**src/rtl/multiphase_sinusoid_scheduler_pkg.sv**
```systemverilog
// Shared types and default sizing for the multiphase sinusoid scheduler.
package multiphase_sched_pkg;

  typedef enum logic [1:0] {
    IDLE,
    ISSUE,
    DRAIN
  } sched_state_t;

  localparam int unsigned DEF_N_PHASES        = 6;
  localparam int unsigned DEF_ANGLE_WIDTH     = 16;
  localparam int unsigned DEF_MAX_OUTSTANDING = 4;
  localparam int unsigned DEF_TIMEOUT_CYCLES  = 255;

  localparam int unsigned IDX_W = $clog2(DEF_N_PHASES);
  localparam int unsigned OUT_W = $clog2(DEF_MAX_OUTSTANDING + 1);

  // Phase index width; never narrower than one bit.
  function automatic int unsigned idx_width(input int unsigned n);
    return (n < 2) ? 1 : $clog2(n);
  endfunction

endpackage

```
**src/rtl/multiphase_sinusoid_scheduler_if.sv**
```systemverilog
// Minimal stream channel: valid/ready handshake with data and destination.
interface axi_stream #(
  parameter int unsigned DATA_W = 16,
  parameter int unsigned DEST_W = 3
) ();

  logic              valid;
  logic              ready;
  logic [DATA_W-1:0] data;
  logic [DEST_W-1:0] dest;

  modport master (output valid, output data, output dest, input ready);
  modport slave  (input valid, input data, input dest, output ready);

endinterface

```
**src/rtl/multiphase_sinusoid_scheduler_progress_watchdog.sv**
```systemverilog
// Progress watchdog: counts enabled cycles without a handshake and flags
// the cycle in which the count reaches LIMIT.
module progress_watchdog
  import multiphase_sched_pkg::*;
#(
  parameter int unsigned LIMIT = DEF_TIMEOUT_CYCLES
) (
  input  logic clock,
  input  logic reset,
  input  logic enable,
  input  logic clear,
  output logic expired
);

  localparam int unsigned CW = $clog2(LIMIT + 1);

  logic [CW-1:0] count;

  // Terminal count: this is the LIMIT-th consecutive idle busy cycle.
  assign expired = enable & ~clear & (count == CW'(LIMIT - 1));

  // Idle-cycle counter, restarted by any handshake or when not busy.
  always_ff @(posedge clock or negedge reset) begin
    if (!reset) begin
      count <= '0;
    end else if (!enable || clear) begin
      count <= '0;
    end else if (count != CW'(LIMIT)) begin
      count <= count + CW'(1);
    end
  end

endmodule

```
**src/rtl/multiphase_sinusoid_scheduler.sv**
```systemverilog
// Fans one base angle out into N_PHASES shifted requests to a shared
// sin/cos engine, caps outstanding requests, tracks in-order responses and
// raises sticky overrun / ordering / timeout flags.
module multiphase_sinusoid_scheduler
  import multiphase_sched_pkg::*;
#(
  parameter int unsigned N_PHASES        = DEF_N_PHASES,
  parameter int unsigned ANGLE_WIDTH     = DEF_ANGLE_WIDTH,
  parameter int unsigned MAX_OUTSTANDING = DEF_MAX_OUTSTANDING,
  parameter int unsigned TIMEOUT_CYCLES  = DEF_TIMEOUT_CYCLES
) (
  input  logic                                  clock,
  input  logic                                  reset,
  axi_stream.slave                              phase,
  input  logic [N_PHASES-1:0][ANGLE_WIDTH-1:0]  phase_shifts,
  axi_stream.master                             engine_req,
  axi_stream.slave                              engine_resp,
  input  logic                                  clear_errors,
  output logic                                  busy,
  output logic                                  done,
  output logic                                  overrun,
  output logic                                  order_error,
  output logic                                  timeout
);

  localparam int unsigned IW = idx_width(N_PHASES);
  localparam int unsigned OW = $clog2(MAX_OUTSTANDING + 1);
  localparam logic [IW-1:0] LAST_IDX = IW'(N_PHASES - 1);
  localparam logic [OW-1:0] CAP      = OW'(MAX_OUTSTANDING);

  sched_state_t                          state;
  logic [ANGLE_WIDTH-1:0]                angle_q;
  logic [N_PHASES-1:0][ANGLE_WIDTH-1:0]  shifts_q;
  logic [IW-1:0]                         issue_idx;
  logic [IW-1:0]                         exp_idx;
  logic [IW-1:0]                         next_idx;
  logic [OW-1:0]                         outstanding;
  logic [OW-1:0]                         out_next;
  logic                                  req_valid;
  logic [ANGLE_WIDTH-1:0]                req_data;
  logic [IW-1:0]                         req_dest;
  logic                                  req_hs;
  logic                                  resp_hs;
  logic                                  resp_live;
  logic                                  resp_unexpected;
  logic                                  resp_misorder;
  logic                                  wd_expired;
  logic                                  unused_inputs;

  assign phase.ready       = 1'b1;
  assign engine_resp.ready = 1'b1;
  assign engine_req.valid  = req_valid;
  assign engine_req.data   = req_data;
  assign engine_req.dest   = req_dest;
  assign unused_inputs     = ^{phase.dest, engine_resp.data};

  // Handshake decode and next outstanding count.
  always_comb begin
    req_hs          = req_valid & engine_req.ready;
    resp_hs         = engine_resp.valid;
    resp_live       = resp_hs & (outstanding != '0);
    resp_unexpected = resp_hs & (outstanding == '0);
    resp_misorder   = resp_live & (engine_resp.dest != exp_idx);
    next_idx        = issue_idx + IW'(1);
    out_next        = outstanding;
    if (req_hs && !resp_live) begin
      out_next = outstanding + OW'(1);
    end else if (!req_hs && resp_live) begin
      out_next = outstanding - OW'(1);
    end
  end

  progress_watchdog #(
    .LIMIT (TIMEOUT_CYCLES)
  ) u_watchdog (
    .clock   (clock),
    .reset   (reset),
    .enable  (busy),
    .clear   (req_hs | resp_hs),
    .expired (wd_expired)
  );

  // Scheduler FSM with registered request channel, status and sticky flags.
  always_ff @(posedge clock or negedge reset) begin
    if (!reset) begin
      state       <= IDLE;
      angle_q     <= '0;
      shifts_q    <= '0;
      issue_idx   <= '0;
      exp_idx     <= '0;
      outstanding <= '0;
      req_valid   <= 1'b0;
      req_data    <= '0;
      req_dest    <= '0;
      busy        <= 1'b0;
      done        <= 1'b0;
      overrun     <= 1'b0;
      order_error <= 1'b0;
      timeout     <= 1'b0;
    end else begin
      done        <= 1'b0;
      overrun     <= (overrun & ~clear_errors) | (phase.valid & (state != IDLE));
      order_error <= (order_error & ~clear_errors) | resp_unexpected | resp_misorder;
      timeout     <= (timeout & ~clear_errors) | wd_expired;
      outstanding <= out_next;
      if (resp_live) begin
        exp_idx <= exp_idx + IW'(1);
      end

      if (wd_expired) begin
        state       <= IDLE;
        busy        <= 1'b0;
        req_valid   <= 1'b0;
        outstanding <= '0;
      end else begin
        case (state)
          IDLE: begin
            if (phase.valid) begin
              angle_q   <= phase.data;
              shifts_q  <= phase_shifts;
              issue_idx <= '0;
              exp_idx   <= '0;
              req_data  <= phase.data + phase_shifts[0];
              req_dest  <= '0;
              req_valid <= (out_next < CAP);
              busy      <= 1'b1;
              state     <= ISSUE;
            end
          end
          ISSUE: begin
            if (req_hs && issue_idx == LAST_IDX) begin
              req_valid <= 1'b0;
              state     <= DRAIN;
            end else begin
              if (req_hs) begin
                issue_idx <= next_idx;
                req_data  <= angle_q + shifts_q[next_idx];
                req_dest  <= next_idx;
              end
              // Cap on the post-update count: a response only re-opens the
              // channel from the following cycle.
              req_valid <= (out_next < CAP);
            end
          end
          DRAIN: begin
            // done is raised while still in DRAIN, then the FSM returns to IDLE.
            if (done) begin
              busy  <= 1'b0;
              state <= IDLE;
            end else if (out_next == '0) begin
              done <= 1'b1;
            end
          end
          default: begin
            state <= IDLE;
            busy  <= 1'b0;
          end
        endcase
      end
    end
  end

endmodule

```
**src/flat_wrapper.sv**
```systemverilog
// flat-port wrapper written by rule: the top's interface ports become plain ports
module multiphase_sinusoid_scheduler_flat import multiphase_sched_pkg::*;
#(
  parameter int unsigned N_PHASES        = DEF_N_PHASES,
  parameter int unsigned ANGLE_WIDTH     = DEF_ANGLE_WIDTH,
  parameter int unsigned MAX_OUTSTANDING = DEF_MAX_OUTSTANDING,
  parameter int unsigned TIMEOUT_CYCLES  = DEF_TIMEOUT_CYCLES
)
  (clock, reset, phase_shifts, clear_errors, busy, done, overrun, order_error, timeout, phase_valid, phase_data, phase_dest, phase_ready, engine_req_valid, engine_req_data, engine_req_dest, engine_req_ready, engine_resp_valid, engine_resp_data, engine_resp_dest, engine_resp_ready);
  axi_stream #(.DATA_W((16)), .DEST_W(3)) phase_i ();
  axi_stream #(.DATA_W((16)), .DEST_W(3)) engine_req_i ();
  axi_stream #(.DATA_W((16)), .DEST_W(3)) engine_resp_i ();
  input  logic clock;
  input  logic reset;
  input  logic [N_PHASES-1:0][ANGLE_WIDTH-1:0] phase_shifts;
  input  logic clear_errors;
  output logic busy;
  output logic done;
  output logic overrun;
  output logic order_error;
  output logic timeout;
  input wire logic [$bits(phase_i.valid)-1:0] phase_valid;
  input wire logic [$bits(phase_i.data)-1:0] phase_data;
  input wire logic [$bits(phase_i.dest)-1:0] phase_dest;
  output wire logic [$bits(phase_i.ready)-1:0] phase_ready;
  output wire logic [$bits(engine_req_i.valid)-1:0] engine_req_valid;
  output wire logic [$bits(engine_req_i.data)-1:0] engine_req_data;
  output wire logic [$bits(engine_req_i.dest)-1:0] engine_req_dest;
  input wire logic [$bits(engine_req_i.ready)-1:0] engine_req_ready;
  input wire logic [$bits(engine_resp_i.valid)-1:0] engine_resp_valid;
  input wire logic [$bits(engine_resp_i.data)-1:0] engine_resp_data;
  input wire logic [$bits(engine_resp_i.dest)-1:0] engine_resp_dest;
  output wire logic [$bits(engine_resp_i.ready)-1:0] engine_resp_ready;
  assign phase_i.valid = phase_valid;
  assign phase_i.data = phase_data;
  assign phase_i.dest = phase_dest;
  assign phase_ready = phase_i.ready;
  assign engine_req_valid = engine_req_i.valid;
  assign engine_req_data = engine_req_i.data;
  assign engine_req_dest = engine_req_i.dest;
  assign engine_req_i.ready = engine_req_ready;
  assign engine_resp_i.valid = engine_resp_valid;
  assign engine_resp_i.data = engine_resp_data;
  assign engine_resp_i.dest = engine_resp_dest;
  assign engine_resp_ready = engine_resp_i.ready;
  multiphase_sinusoid_scheduler #(.N_PHASES(N_PHASES), .ANGLE_WIDTH(ANGLE_WIDTH), .MAX_OUTSTANDING(MAX_OUTSTANDING), .TIMEOUT_CYCLES(TIMEOUT_CYCLES)) u_core (.clock(clock), .reset(reset), .phase(phase_i), .phase_shifts(phase_shifts), .engine_req(engine_req_i), .engine_resp(engine_resp_i), .clear_errors(clear_errors), .busy(busy), .done(done), .overrun(overrun), .order_error(order_error), .timeout(timeout));
endmodule
```
**config.mk**
```make
export PLATFORM = sky130hd
export DESIGN_NAME = multiphase_sinusoid_scheduler_flat
export DESIGN_NICKNAME = d
export VERILOG_FILES = /design/src/rtl/multiphase_sinusoid_scheduler_pkg.sv /design/src/rtl/multiphase_sinusoid_scheduler_if.sv /design/src/rtl/multiphase_sinusoid_scheduler_progress_watchdog.sv /design/src/rtl/multiphase_sinusoid_scheduler.sv /design/src/flat_wrapper.sv
export SDC_FILE = /design/constraint.sdc
export NUM_CORES = 1
export LEC_CHECK = 0
export BUFFER_PORTS_ARGS = -buffer_cell sky130_fd_sc_hd__buf_2
export CORE_ASPECT_RATIO = 1.1
export CORE_MARGIN = 2
export CORE_UTILIZATION = 50
export CTS_BUF_LIST = sky130_fd_sc_hd__clkbuf_4 sky130_fd_sc_hd__clkbuf_8 sky130_fd_sc_hd__clkbuf_16
export CTS_CLUSTER_DIAMETER = 50
export DETAILED_ROUTE_END_ITERATION = 7
export PLACE_DENSITY = 0.79
export SYNTH_ARGS = -nofsm -noshare
export SYNTH_HDL_FRONTEND = slang
export SYNTH_SLANG_ARGS = --single-unit
```
**constraint.sdc**
```tcl
create_clock -name clock -period 3.9 [get_ports clock]
set_clock_uncertainty 0.15 [all_clocks]
set_input_delay 0.39 -clock clock [delete_from_list [all_inputs] [get_ports clock]]
set_output_delay 0.39 -clock clock [all_outputs]
set_load 0.01 [all_outputs]
```
---- Word level (Yosys, flattened, before mapping) ----
Index checks and enable logic that the tools add are counted.
word-level totals
  word-level logic and storage cells ...... 115
  register bits ........................... 153
cells by class
  equal/unequal tests ..................... 13
  muxes and demuxes ....................... 36
  reduce and logical (&&, ||, !) cells .... 20
  bitwise operators ....................... 18
  order comparisons ....................... 2
  $add $sub $neg .......................... 7
operators by type and width
  cell                                                                   number
  16-bit 2-to-1 mux                                                      4
  16-bit binary-select mux with 3-bit select                             1
  16-bit adder                                                           2
  16-bit one-hot mux with 2 select lines                                 1
  3-bit 2-to-1 mux                                                       10
  8-bit 2-to-1 mux                                                       2
  1-bit AND                                                              10
  1-bit 2-to-1 mux                                                       10
  3-bit by 1-bit adder with 3-bit output (second input constant)         3
  3-bit AND reduction                                                    3
  8-bit by 1-bit adder with 8-bit output (second input constant)         1
  8-bit == test (second input constant)                                  1
  2-bit 2-to-1 mux                                                       4
  8-bit != test (second input constant)                                  1
  3-bit zero test                                                        2
  3-bit by 1-bit != test with 1-bit output (second input constant)       2
  2-bit one-hot mux with 3 select lines                                  1
  3-bit one-hot mux with 2 select lines                                  1
  2-bit nonzero test                                                     3
  3-bit nonzero test                                                     2
  1-bit OR                                                               5
  5-bit AND reduction                                                    1
  3-bit by 4-bit < comparator with 1-bit output (second input constant)  1
  2-bit by 1-bit != test with 1-bit output (second input constant)       2
  16 further kinds                                                       23

---- Depth between registers and ports, before layout ----
  depth after elaboration ................. 10
  mapped depth ............................ 15
  gate-level depth less buffers ........... 14

---- Cells and area by module ----
A second synthesis with hierarchy kept.
second synthesis, totals
  cells, all modules ...................... 964
  area total of the unflattened synthesis .. 8541.9 µm²
modules (own cells, without submodules)
  module                         instances  seq. area each (µm²)  cells each  area an instance (µm²)
  multiphase_sinusoid_scheduler  1          3628.5                917         8082.8
  progress_watchdog              1          200.2                 47          459.2

---- Least setup slack after synthesis ----
Ideal clock, no wire load.
  path kind ............................... register to register
  start point ............................. reg, netlist name u_core.engine_req.dest[0]
  end point ............................... reg u_core.req_data[12] (netlist: u_core.engine_req.data[12])
  path slack .............................. 214 ps
  buffers on the path ..................... 3
  required time ........................... 3673 ps
  arrival ................................. 3459 ps
  library setup time ...................... 77 ps
  cell stages (with the launch flop) ...... 15
  cell sequence ........................... dfrtp_1 clkbuf_1 buf_1 buf_2 mux2i_1 nor2_1 a22o_1 ha_1 a21oi_1 a21oi_1 or2_2 a31oi_1 xnor2_1 o22ai_1 a21oi_1
RTL lines
  element               RTL line                              source
  to (signal assigned)  multiphase_sinusoid_scheduler.sv:123  req_data <= phase.data + phase_shifts[0];
  to (signal assigned)  multiphase_sinusoid_scheduler.sv:137  req_data <= angle_q + shifts_q[next_idx];
  to (decl)             multiphase_sinusoid_scheduler.sv:40   logic [ANGLE_WIDTH-1:0] req_data;

==> qor.yml <==
run_status:
  status: "completed"
place:
  place_inst: 1282
  gp_congestion: 0.925
  dpl.hpwl_microns: 15000
  port_buffers: 145
  preCtsSetupSlack_ns: 0.297
synthesis:
  ys_async_sr_fraction_pct: 100
  yosys_register_bits: 153
  syn_avg_cell_area_sq_um: 8.74
  synth_edf_count: 0
  ys_types: 59
  synth_area_sq_um: 8440
  seq_area_frac_synth_pct: 45.3
  syn_inst: 966
  ys_warn_count: 0
  synth-main-ff-cell: "dfrtp_1"
clock_network:
  clk_latency_ns: 0.43
  h-tree-depth: 4
  clk_pin_slew_ns: 0.06
  clock-sinks: 153
  tritoncts: "yes"
  clk_path_buf_depth: 2
  clockRootBuffer: "clkbuf_16"
  cts_made_buffers: 17
  cts_setup_buffers: 0
grt:
  grt_max_degree: 89
  grt_pass1_vias: 7082
  grt_pass1_wl_microns: 34600
  grtUsageTotal_pct: 24.5
  antenna_found_initial: 1
  gr-total-overflow: 0
hold_path:
  hold_start: "phase_shifts[32]"
  holdPathStages: 3
  min_path_type: "in -> reg"
  hold_end: "u_core.shifts_q[32]"
floorplanning:
  fp.coreArea_sq_um: 16400
  design.die.area_sq_um: 17900
  start_util_pct: 51.4
  die_w_microns: 128
  pin_count: 167
  dieHeight_microns: 140
  rows: 49
drt:
  dr.pass1.iters: 5
  routedWlPerCell_microns: 15.8
  via_per_inst: 5.44
  drc_errors: 0
  wl_microns: 21300
  ant_nets: 0
  drtIter0Drc: 481
  vias: 7332
timing:
  fmax_ghz: 0.273
  final-max-slew-violation-count: 0
  setup_viol: 0
  tightest_slew_ns: 1.06
  rsz0062_at_grt: "false"
  hold_viol_final: 0
  period_minus_slack_ns: 3.66
  slew_headroom_pct: 28.8
  finalSetupTns_ns: 0
  timing.final.crit_share_pct: 93.9
  worst_slack_ns: 0.237
power:
  ir_worst_vdd_v: 0.000486
  power_density_nw_per_um2: 895
  p_leak_nw: 5.22
cells_and_area:
  layoutNonFillerInstCount: 1347
  utilization_pct: 62.6
  syn_to_final_growth_pct: 21.8
  nNetsFinal: 1309
  layout-drive-gt1-share_pct: 19.5
worst_setup_path:
  cp-end-kind: "flip-flop"
  setup.worst_path.class: "reg -> reg"
  cp.required_ns: 4.10
  arrival_ns: 3.86
  r2r-start: "u_core.engine_req.dest[0]"
  cp-start-kind: "flip-flop"
  reg2reg_slack_ns: 0.24
  crit_path_max_fanout: 15
  rr_endpoint: "u_core.engine_req.data[13]"
  reg2reg_depth: 12
job:
  maxCapViolCount: 0
==> state kept, by name, summed over array words and instances, names as in the netlist <==
signal,cells
u_core.busy,1
u_core.timeout,1
u_core.outstanding,3
u_core.order_error,1
u_core.angle_q,16
u_core.u_watchdog.count,8
u_core.engine_req.data,16
u_core.exp_idx,3
u_core.overrun,1
u_core.shifts_q,96
u_core.engine_req.valid,1
u_core.engine_req.dest,3
u_core.state,2
u_core.done,1
==> how the worst max path moves through the flow <==
stage	start	endpoint	slack, ns	cells after the start
6_report	u_core.engine_req.dest[0]	u_core.engine_req.data[13]	0.24	12
5_1_grt	u_core.engine_req.dest[0]	u_core.engine_req.data[13]	0.05	13
4_1_cts	u_core.engine_req.dest[0]	u_core.engine_req.data[13]	0.27	12
3_5_place_dp	u_core.engine_req.dest[0]	u_core.engine_req.data[13]	0.30	12
3_3_place_gp	u_core.engine_req.dest[0]	u_core.engine_req.data[13]	0.32	12
2_1_floorplan	u_core.engine_req.dest[0]	u_core.engine_req.data[12]	0.21	14
==> synthesized netlist by cell type (14+ instances only) <==
cell type  number  area, sq um
mux2i_1        19          190
xnor2_1        18          158
nor2_1         55          206
ha_1           38          475
inv_1          14         52.6
xor2_1         14          123
a21oi_1        36          180
dfrtp_1       153         3830
clkbuf_1       21         78.8
mux4_2         16          360
o21ai_0        36          180
nand3_1        16         80.1
nand2_1       374         1400
buf_2          21          105
a22o_1         15          131
==> layer usage <==
layer | global-route usage (%) | routed length [microns] | part of all wire [%] | vias to the layer above
met4 | 9.20 | 535 | 2.5 | 0
met2 | 38.4 | 10000 | 47 | 236
met1 | 33.8 | 9450 | 44 | 3498
met5 | 0 | 0 | 0 | -
li1 | - | - | - | 3567
met3 | 4.93 | 1320 | 6.2 | 31
==> logic make-up (layout without fill, tap and decap cells) <==
| group | Yosys count | count (layout) | synth area share [%] |
|---|---|---|---|
| and+or+nand+nor | 503 | 503 | 24.6 |
| DFF | 153 | 153 | 45.3 |
| AOI/OAI and AO/OA | 139 | 139 | 10.5 |
| buffers and inverters | 62 | 237 | 3.38 |
| adders and majority gates | 40 | 40 | 6.10 |
| muxes | 36 | 36 | 6.65 |
| xor gates and xnor gates | 32 | 32 | 3.32 |
| other | 1 | 3 | 0.0444 |
==> layout make-up <==
type | instances | area [sq um]
well taps | 204 | 255
diodes | 1 | 2.50
clock inverters | 13 | 121
inverters | 14 | 52.6
fillers | 1351 | 6140
flip-flops and latches | 153 | 3830
multi-input cells | 752 | 4370
repair buffers | 191 | 1210
clock buffers | 19 | 453
==> power breakdown <==
group          internal, mW  switching, mW  total, mW
clock network         0.915          0.681       1.60
logic                  2.12           2.73       4.84
registers              2.31          0.452       2.76
total                  5.34           3.86       9.20
==> cell usage in the layout (no fill, tap or decap), drive strengths merged, types with 3 or more instances in the layout <==
master,netlist,layout
nand2,375,375
buf,27,159
dfrtp,153,153
nor2,56,56
ha,38,38
o21ai,36,36
a21oi,36,36
dlygate4sd3,0,32
mux2i,19,19
clkbuf,21,19
xnor2,18,18
nand3,17,17
mux4,16,16
a22o,15,15
inv,14,15
xor2,14,14
nor3,11,11
a211oi,10,10
clkinv,0,9
nor2b,8,8
a31oi,7,7
nand4,6,6
and3,6,6
nand2b,5,5
a21o,5,5
o21a,5,5
or3,5,5
o211ai,4,4
nand3b,3,3
o21bai,3,3
a22oi,3,3
==> worst max-delay path: stages (launching register included) <==
cell and delay [ns]:
dfrtp_2 0.45, ha_1 0.38, buf_4 0.27, mux4_2 0.35
a22o_1 0.25, ha_1 0.36, a211oi_1 0.28, o211ai_1 0.18
a21oi_1 0.33, a21oi_1 0.13, xor2_1 0.18, o221ai_1 0.12
nor3_1 0.16
==> repair_timing <==
item | CTS | global route
hold buffers | 32 | 0
resized for setup | 0 | 1
endpoints found under the setup margin | 0 | 1
endpoints found under the hold margin | 107 | 0
==> metrics by stage <==
step           instance area, sq um  hold slack (ns)  power (mW)
3_3_place_gp                   9390            0.299        7.35
5_1_grt                       10300          0.00126        9.92
4_1_cts                       10300         0.000394        9.17
3_5_place_dp                   9390            0.310        7.49
6_report                      10300          0.00490        9.20
2_1_floorplan                  8450          -0.0556        6.25
No activity file was read; power rests on OpenSTA's default activity.
